**src/rtl/mux_scan.sv**
```systemverilog
// Registered N-channel mux with direct-select and self-stepping scan modes.
// Define MUX_SCAN_CONTINUOUS_EN to make scan mode repeat until mode=0 at the wrap.
module mux_scan #(
    parameter int N_CH  = 8,
    parameter int WIDTH = 1,
    parameter int SEL_W = 3,
    parameter int DWELL = 4
) (
    input  logic                    clk,
    input  logic                    rst_n,
    input  logic [N_CH*WIDTH-1:0]   muxin,
    input  logic [SEL_W-1:0]        sel,
    input  logic                    mode,
    input  logic                    start,
    output logic [WIDTH-1:0]        out_data,
    output logic [SEL_W-1:0]        out_ch,
    output logic                    out_valid,
    input  logic                    out_ready,
    output logic                    busy,
    output logic                    sel_err
);

    // state     | meaning
    // S_IDLE    | direct streaming (mode=0) or waiting for start (mode=1)
    // S_DWELL   | settling on channel ch, cnt counts up to DWELL-1
    // S_PRESENT | channel ch sample held on the output until accepted
    typedef enum logic [1:0] {S_IDLE, S_DWELL, S_PRESENT} state_t;

    localparam logic [7:0]       CNT_LAST = 8'(DWELL - 1);
    localparam logic [SEL_W-1:0] CH_LAST  = SEL_W'(N_CH - 1);

    state_t             state, state_nx;
    logic [SEL_W-1:0]   ch, ch_nx;
    logic [7:0]         cnt, cnt_nx;
    logic [WIDTH-1:0]   data_nx;
    logic [SEL_W-1:0]   och_nx;
    logic               valid_nx, busy_nx, sel_err_nx;
    logic [WIDTH-1:0]   sel_data, ch_data;
    logic               sel_oob, slot_free, accept;

    assign slot_free = !out_valid || out_ready;
    assign accept    = out_valid && out_ready;
    assign sel_oob   = 32'(sel) >= N_CH;

    // Out-of-range selects fall through the loop and read as zero.
    always_comb begin
        sel_data = '0;
        ch_data  = '0;
        for (int k = 0; k < N_CH; k++) begin
            if (32'(sel) == k) sel_data = muxin[k*WIDTH +: WIDTH];
            if (32'(ch) == k)  ch_data  = muxin[k*WIDTH +: WIDTH];
        end
    end

    always_ff @(posedge clk or negedge rst_n) begin
        if (!rst_n) begin
            state     <= S_IDLE;
            ch        <= '0;
            cnt       <= '0;
            out_data  <= '0;
            out_ch    <= '0;
            out_valid <= 1'b0;
            busy      <= 1'b0;
            sel_err   <= 1'b0;
        end else begin
            state     <= state_nx;
            ch        <= ch_nx;
            cnt       <= cnt_nx;
            out_data  <= data_nx;
            out_ch    <= och_nx;
            out_valid <= valid_nx;
            busy      <= busy_nx;
            sel_err   <= sel_err_nx;
        end
    end

    always_comb begin
        state_nx   = state;
        ch_nx      = ch;
        cnt_nx     = cnt;
        data_nx    = out_data;
        och_nx     = out_ch;
        valid_nx   = out_valid && !out_ready;
        busy_nx    = busy;
        sel_err_nx = 1'b0;
        case (state)
            S_IDLE: begin
                if (!mode) begin
                    if (slot_free) begin
                        data_nx    = sel_data;
                        och_nx     = sel;
                        valid_nx   = 1'b1;
                        sel_err_nx = sel_oob;
                    end
                end else if (start) begin
                    state_nx = S_DWELL;
                    ch_nx    = '0;
                    cnt_nx   = '0;
                    busy_nx  = 1'b1;
                end
            end
            S_DWELL: begin
                // cnt saturates at the last value while a stale beat blocks the slot
                if (cnt == CNT_LAST) begin
                    if (slot_free) begin
                        data_nx  = ch_data;
                        och_nx   = ch;
                        valid_nx = 1'b1;
                        state_nx = S_PRESENT;
                    end
                end else begin
                    cnt_nx = cnt + 8'd1;
                end
            end
            S_PRESENT: begin
                if (accept) begin
                    if (ch != CH_LAST) begin
                        ch_nx    = ch + 1'b1;
                        cnt_nx   = '0;
                        state_nx = S_DWELL;
                    end else begin
`ifdef MUX_SCAN_CONTINUOUS_EN
                        if (mode) begin
                            ch_nx    = '0;
                            cnt_nx   = '0;
                            state_nx = S_DWELL;
                        end else begin
                            state_nx = S_IDLE;
                            busy_nx  = 1'b0;
                        end
`else
                        state_nx = S_IDLE;
                        busy_nx  = 1'b0;
`endif
                    end
                end
            end
            default: state_nx = S_IDLE;
        endcase
    end

endmodule

```
**config.mk**
```make
export PLATFORM = sky130hd
export DESIGN_NAME = mux_scan
export DESIGN_NICKNAME = d
export VERILOG_FILES = /design/src/rtl/mux_scan.sv
export SDC_FILE = /design/constraint.sdc
export NUM_CORES = 1
export LEC_CHECK = 0
export BUFFER_PORTS_ARGS = -buffer_cell sky130_fd_sc_hd__buf_4
export CORE_MARGIN = 5
export CORE_UTILIZATION = 40
export DETAILED_ROUTE_END_ITERATION = 10
export PLACE_DENSITY = 0.72
export SYNTH_ARGS = -nofsm -noshare
export SYNTH_HDL_FRONTEND = slang
export SYNTH_SLANG_ARGS = --single-unit
```
**constraint.sdc**
```tcl
create_clock -name clk -period 2.5 [get_ports clk]
set_input_delay 0.5 -clock clk [delete_from_list [all_inputs] [get_ports clk]]
set_output_delay 0.5 -clock clk [all_outputs]
set_load 0.1 [all_outputs]
```
# ---- Yosys cells after proc, flatten, opt, wreduce, memory -nomap -nowiden
# Cells that the tools add are included.
dict set report op_classes {
  addsub 2
  mul 0
  n_div 0
  magnitude_cmp 0
  eq_ne 28
  shifts 0
  mux 53
  n_bitwise 0
  reduce_logical 16
}
# cell n
set op_table {}
lappend op_table {{$mux 8} 5}
lappend op_table {{$mux 1} 28}
lappend op_table {{$eq 3x3->1 const B} 8}
lappend op_table {{$mux 3} 8}
lappend op_table {{$pmux 8 s3} 1}
lappend op_table {{$ne 2x2->1 const B} 10}
lappend op_table {{$reduce_and 5->1} 4}
lappend op_table {{$eq 3x2->1 const B} 4}
lappend op_table {{$pmux 3 s2} 2}
lappend op_table {{$mux 2} 5}
lappend op_table {{$add 8x1->8 const B} 1}
lappend op_table {{$eq 8x2->1 const B} 1}
lappend op_table {{$eq 3x1->1 const B} 2}
lappend op_table {{$logic_not 3->1} 2}
lappend op_table {{$pmux 1 s2} 3}
lappend op_table {{$pmux 2 s3} 1}
lappend op_table {{$reduce_and 6->1} 1}
lappend op_table {{$reduce_bool 2->1} 2}
lappend op_table {{$add 3x1->3 const B} 1}
lappend op_table {{$ne 3x3->1 const B} 1}
lappend op_table {{$reduce_bool 3->1} 1}
lappend op_table {{$eq 2x1->1 const B} 1}
lappend op_table {{$eq 2x2->1 const B} 1}
lappend op_table {{$logic_and 1x1->1} 2}
lappend op_table {{other kinds (3)} 4}
dict set report word_totals {
  regBits 19
  latchBits 0
  ramBits 0
  mem_bits_ro 0
  inputBits 16
  output_inout_bits 7
  word_cells 106
  n_memories 0
}

# ---- Depth between registers and ports, before layout
# Gate-level depths: netlist (run 1).
dict set report logic_depth {
  depth_word 12
  depth_mapped 7
  ltp_nobuf 7
}

# ---- Worst setup path after synthesis (run 1)
# Ideal clock, no wire load.
dict set report synth_timing {
  kind {register to register}
  startpoint {register out_valid}
  endpoint {register cnt[7]}
  setup_time_ns 0.078
  arrival_time_ns 1.950
  required_time_ns 2.422
  slack_ns 0.472
  path_stages_with_launch 6
  n_path_buf 0
  period_less_slack_ns 2.028
  path_cell_list {dfrtp_1 -> nand3_1 -> o211ai_2 -> o2111ai_1 -> or3_1 -> a21oi_1}
}
dict set report synth_via {
  elab_chain_len 3
}
# element line_no
set synth_rtl {}
lappend synth_rtl {{start, declared} 17} ;# output logic out_valid,
lappend synth_rtl {{start signal, assigned} 71} ;# out_valid <= valid_nx;
lappend synth_rtl {{$logic_and 1x1->1} 42} ;# assign accept = out_valid && out_ready;
lappend synth_rtl {{$ne 2x2->1 (no line)} n/a}
lappend synth_rtl {{$reduce_and 6->1 (no line)} n/a}
lappend synth_rtl {{end signal, assigned} 68} ;# cnt <= cnt_nx;
lappend synth_rtl {{end, declared} 34} ;# logic [7:0] cnt, cnt_nx;
# Every way passes these cells.
# A chain may end at the register's enable or synchronous reset.

# ---- Worst setup path in the final report (run 1)
dict set report layout_timing {
  startpoint {register ch[0]}
  endpoint {register cnt[7]}
}
dict set report layout_via {
  elab_chain_len 3
}
# element line_no
set layout_rtl {}
lappend layout_rtl {{start, declared} 33} ;# logic [SEL_W-1:0] ch, ch_nx;
lappend layout_rtl {{start signal, assigned} 67} ;# ch <= ch_nx;
lappend layout_rtl {{$ne 3x3->1} 117} ;# if (ch != CH_LAST) begin
lappend layout_rtl {{$ne 2x2->1 (no line)} n/a}
lappend layout_rtl {{$reduce_and 6->1 (no line)} n/a}
# Every way passes these cells.

==> results of run 1 <==
[cell usage in the layout (no fill, tap or decap), types with 3 or more instances in the layout]
master	synthesis	final
nor2_1	9	9
nand3_1	5	5
clkbuf_4	0	3
a21oi_1	9	9
dfrtp_1	19	19
xor2_1	3	3
o21ai_0	10	10
buf_4	1	22
mux2i_1	4	4
inv_1	6	6
ha_1	7	7
o211ai_1	3	3
nand2_1	10	10
[metrics by stage]
stage | utilization, % | setup WS [ns] | std cells
after global routing | 47.8 | 0.367 | 180
after CTS | 47.8 | 0.527 | 180
final | 47.8 | 0.510 | 180
after detailed placement | 46.9 | 0.564 | 176
after floorplan | - | 0.472 | 124
after global placement | 46.9 | 0.632 | 176
[sequential cells by signal (all words and copies together) (netlist names)]
name       count
out_ch         3
state          2
ch             3
cnt            8
out_valid      1
out_data       1
busy           1
[cells by family after synthesis]
| family | count (synthesis) | synth area share [%] |
|---|---|---|
| AOI/OAI and AO/OA | 41 | 23.0 |
| and+or+nand+nor | 38 | 17.6 |
| DFF | 19 | 39.4 |
| buffers and inverters | 9 | 3.21 |
| adders and majority gates | 7 | 7.25 |
| muxes | 6 | 7.05 |
| xor gates and xnor gates | 3 | 2.18 |
| other | 1 | 0.311 |
[final cells by class]
class                           count  area (sq um)
Tap cell                           33          41.3
Sequential cell                    19           475
Inverter                            6          22.5
Timing Repair Buffer               22           165
Fill cell                         282          1550
Clock buffer                        4          26.3
Multi-Input combinational cell     96           693
[power groups by stage]
stage / clock [uW] / sequential, uW / combinational, uW
after floorplan: 0 / 780 / 446
after global placement: 0 / 498 / 928
after detailed placement: 0 / 505 / 953
after CTS: 167 / 497 / 955
final: 155 / 497 / 949
after global routing: 180 / 515 / 1020
[per-layer routing]
metal / part of all wire [%] / track usage (%) / wire, microns / vias to the layer above
li1: - / - / - / 508
met1: 44 / 15.7 / 1170 / 495
met2: 49 / 23.0 / 1300 / 21
met3: 5.7 / 5.03 / 151 / 6
met4: 1.4 / 5.54 / 36 / 0
met5: 0 / 0 / 0 / -
[how the worst min path moves through the flow]
stage,from,endpoint,slack [ns],cells past startpoint
after detailed placement,rst_n,out_valid,0.39,1
final,rst_n,out_valid,0.06,1
after floorplan,rst_n,busy,0.20,0
after CTS,rst_n,state[0],0.05,1
after global routing,rst_n,state[1],0.05,1
after global placement,rst_n,ch[2],0.38,1
[worst max-delay path: stages (launching register included)]
cell and delay, ns:
dfrtp_1 0.43, ha_1 0.25, ha_1 0.23, a21oi_1 0.15, buf_4 0.18, o2111ai_1 0.15
or3_1 0.38, a21oi_1 0.16
==> results.yml, run 1 <==
run_status:
  status: "complete, no violations"
floorplanning:
  die-height_microns: 64.9
  core-area_sq_um: 2980
  ios: 23
  fp-row-count: 20
  die-area_sq_um: 4220
  start_util_pct: 40.5
  die_w_microns: 64.9
pwr:
  p_comb_share_pct: 59.3
  p_switching_uw: 851
  internal-power_uw: 750
  seqPwrFrac_pct: 31.0
  total_power_uw: 1600
  pwr-share-clk_pct: 9.7
  ir_drop_v: 0.000368
  power_leakage_uw: 0.000621
  pwr_density_cell_nw_per_um2: 1120
  p_sw_share_pct: 53.2
placement:
  port-buffer-count: 21
  place.gp.congestion: 0.845
  dp_hpwl_microns: 2040
  placed_area_sq_um: 1400
cells_and_area:
  area_delta_synth_final_pct: 17.9
  fin_nets: 171
  num_antenna_cells: 0
  layout-drive-gt1-share_pct: 21.1
  stdcell_area_sq_um: 1420
setup_path:
  r2r_slack_ns: 0.51
  rr_startpoint: "ch[0]"
  reg2reg_depth: 7
  startpoint_type: "flop"
  critical_path_class: "flop to flop"
  crit_end: "cnt[7]"
  required_ns: 2.73
  critPathLaunch: "ch[0]"
  end_kind: "flop"
  crit_arrival_ns: 2.22
  cp_max_fo: 9
  r2r-end: "cnt[7]"
grt:
  grtUsageTotal_pct: 13.7
  grt_first_pass_wirelength_microns: 4470
  grt_start_max_net_pins: 20
  first_global_vias: 1023
  grt_antenna_before_repair: 0
  overflow: 0
sta:
  timing.final.crit_period_ns: 1.99
  tns_ns: 0
  fin_crit_sh_pct: 79.6
  tightest_slew_ns: 0.615
  finalHoldViolCount: 0
  fmax_ghz: 0.503
  whs_ns: 0.0555
  finClkSkew_ns: 0.00197
  relSlewSlack_pct: 58.9
  rsz0062_at_grt: "no"
  setup_viol: 0
  slew_violations: 0
cts:
  cts.clk_slew.worst_paths_ns: 0.10
  cts_buffers: 3
  clk_latency_ns: 0.30
  cts_hold_buf: 0
  cts_buffer_depth: 2
  cts_tree: "built"
  cts-resized-gates: 0
  postCtsSetupBuffers: 0
  clkSinkCount: 19
  cts_root_buffer: "clkbuf_4"
  h-tree-depth: 1
synthesis:
  synth_edf_count: 0
  synth_cell_type_count: 40
  synth_area_leaders: "dfrtp_1 39%, ha_1 7.3%, o21ai_0 4.1%, a21oi_1 3.7%, mux4_2 3.7%"
  synth_flop_cell: "dfrtp_1"
  netlist_instances: 124
  yosys.cell_count.top_type: "dfrtp_1"
  ys_ff_latch: 19
  synth_top_area_share_pct: 39.4
  netlist_area_sq_um: 1210
  syn_avg_cell_area_sq_um: 9.74
  synth-seq-area-share_pct: 39.4
  synth_common_cells: "19 x dfrtp_1, 10 x nand2_1, 10 x o21ai_0, 9 x a21oi_1, 9 x nor2_1"
  synth_fp_nets: 147
  yosysTopAreaCell: "dfrtp_1"
  async_flop_share_pct: 100
  yosys_warnings: 0
routing:
  wirelength_microns: 2660
  vias: 1030
  via_per_inst: 5.72
  ant_nets: 0
  routedWlPerCell_microns: 14.8
  drc_errors: 0
  first_iter_violations: 62
  drt_first_pass_iters: 4
flow_run:
  drv_cap: 0
worst_hold_path:
  hold_class: "primary input to asynchronous set/reset pin"
Note: power is estimated with default switching activity, not from simulation.
==> inputs of run 2 (changes only) <==
==> constraint.sdc (replaced) <==
create_clock -name clk -period 2 [get_ports clk]
set_input_delay 0.4 -clock clk [delete_from_list [all_inputs] [get_ports clk]]
set_output_delay 0.4 -clock clk [all_outputs]
set_load 0.1 [all_outputs]
==> results.yml, run 2 (synthesis gave the netlist of run 1 again) <==
setup_path:
  crit_arrival_ns: 2.06
  crit_chain: "ha_2 > ha_2 > a21oi_1 > buf_4 > o211ai_1 > or3_1 > a21oi_1"
  cp_max_fo: 6
  worst-path-stages: 7
  r2r-end: "cnt[6]"
  cpPeakStageDelay_ns: 0.43
  rr_startpoint: "ch[0]"
  reg2reg_depth: 7
  required_ns: 2.22
  path_buf_inv: 1
  critical_path_class: "flop to flop"
  r2r_slack_ns: 0.17
  startpoint_type: "flop"
  end_kind: "flop"
  crit_path_top_delay_cell: "dfrtp_1"
  path_delay_family: "flip-flops"
pwr:
  internal-power_uw: 985
  p_comb_share_pct: 60.2
  seqPwrFrac_pct: 30.2
  p_sw_share_pct: 52.4
  p_switching_uw: 1080
  ir_drop_v: 0.000413
  pwr_density_cell_nw_per_um2: 1400
  pwr-share-clk_pct: 9.6
  power_leakage_uw: 0.000641
  total_power_uw: 2070
placement:
  port-buffer-count: 21
  dp_slack_ns: 0.0716
  place.gp.congestion: 0.814
  dp_hpwl_microns: 2110
sta:
  fin_crit_sh_pct: 91.7
  rsz0062_at_grt: "no"
  slew_violations: 0
  whs_ns: 0.418
  timing.final.crit_period_ns: 1.83
  fmax_ghz: 0.545
  worst_slack_ns: 0.167
  tns_ns: 0
  finalHoldViolCount: 0
  finClkSkew_ns: 0.00412
  setup_viol: 0
routing:
  first_iter_violations: 69
  vias: 1031
  via_per_inst: 5.57
  wirelength_microns: 2750
  routedWlPerCell_microns: 14.8
  ant_nets: 0
  drt_first_pass_iters: 4
  drc_errors: 0
cells_and_area:
  final_cell_mix: "26 x buf_4, 18 x dfrtp_1, 10 x o21ai_0, 10 x nand2_1, 9 x nor2_1"
  largest_register_ffs: 8
  final_common_cell: "buf_4"
  fin_nets: 176
  num_antenna_cells: 0
  layout-drive-gt1-share_pct: 27.0
  top_regs: "cnt: 8 flops, ch: 3 flops, out_ch: 3 flops"
  area_delta_synth_final_pct: 22.5
  regMostFlops: "cnt"
cts:
  cts.clk_slew.worst_paths_ns: 0.12
  cts_tree: "built"
  cts_root_buffer: "clkbuf_4"
  clkSinkCount: 19
  cts_buffer_depth: 2
  clk_latency_ns: 0.30
  h-tree-depth: 1
  cts_buffers: 3
grt:
  grt_start_max_net_pins: 20
  grtUsageTotal_pct: 14.4
  grt_antenna_before_repair: 0
  overflow: 0
  first_global_vias: 1057
  grt_first_pass_wirelength_microns: 4780
floorplanning:
  fp-row-count: 20
  ios: 23
  die-area_sq_um: 4220
  start_util_pct: 40.5
  die_w_microns: 64.9
  core-area_sq_um: 2980
  die-height_microns: 64.9
worst_hold_path:
  hold_class: "primary input to flop"
  hold_path_end: "state[1]"
  hold_depth: 4
  holdCritStartpoint: "out_ready"
flow_run:
  drv_cap: 0
run_status:
  status: "complete, no violations"
[run 2: cell types whose count changed in the layout (fill, tap and decap cells not counted), sizes merged]
cell         delta
buf             +4
clkbuf          -1
clkinv          +1
dlygate4sd3     +1
[run 2: worst max-delay path by stage]
stage,startpoint,end,slack (ns)
floorplan,ch[0],cnt[7],0.04
global placement,ch[0],cnt[7],0.13
detailed placement,ch[0],cnt[7],0.07
CTS,ch[0],cnt[7],0.05
global route,ch[0],out_data,0.02
finish,ch[0],cnt[6],0.17
[run 2: worst register-to-register path, stage by stage (launching register included)]
cell and delay, ns:
dfrtp_1 0.43, ha_2 0.21, ha_2 0.19, a21oi_1 0.14, buf_4 0.15, o211ai_1 0.11
or3_1 0.37, a21oi_1 0.16
[run 2: cell type report]
type | count | area (sq um)
clock buffer | 3 | 22.5
inverter | 6 | 22.5
sequential | 19 | 477
clock inverter | 1 | 5.00
tap | 33 | 41.3
fill | 285 | 1500
timing repair buffer | 27 | 205
multi-input combinational | 96 | 706
[run 2: power groups by stage]
stage               clock network [uW]  logic (uW)  registers, uW
floorplan                            0         557            977
global placement                     0        1200            625
detailed placement                   0        1210            630
CTS                                204        1220            622
global route                       230        1350            643
finish                             199        1240            624
[run 2: stage by stage]
step / util (%) / instances / cell area [sq um]
global route: 49.7 / 185 / 1480
floorplan: - / 124 / 1210
global placement: 47.5 / 178 / 1410
detailed placement: 47.5 / 178 / 1410
CTS: 48.7 / 183 / 1450
finish: 49.7 / 185 / 1480
[run 2: per-layer routing]
| layer | GRT usage [%] | up-vias | wire length (microns) | share of wire, % |
|---|---|---|---|---|
| met3 | 3.47 | 4 | 163 | 5.9 |
| met1 | 18.5 | 484 | 1210 | 44 |
| met5 | 0 | - | 0 | 0 |
| li1 | - | 515 | - | - |
| met2 | 23.6 | 28 | 1350 | 49 |
| met4 | 4.75 | 0 | 23 | 0.84 |
[run 2: what timing repair did]
item | in CTS | in global routing
hold buffers | 1 | 0
gates resized for setup | 0 | 4
setup endpoints to repair | 0 | 6
setup buffers | 0 | 2
endpoints found under the hold margin | 19 | 0
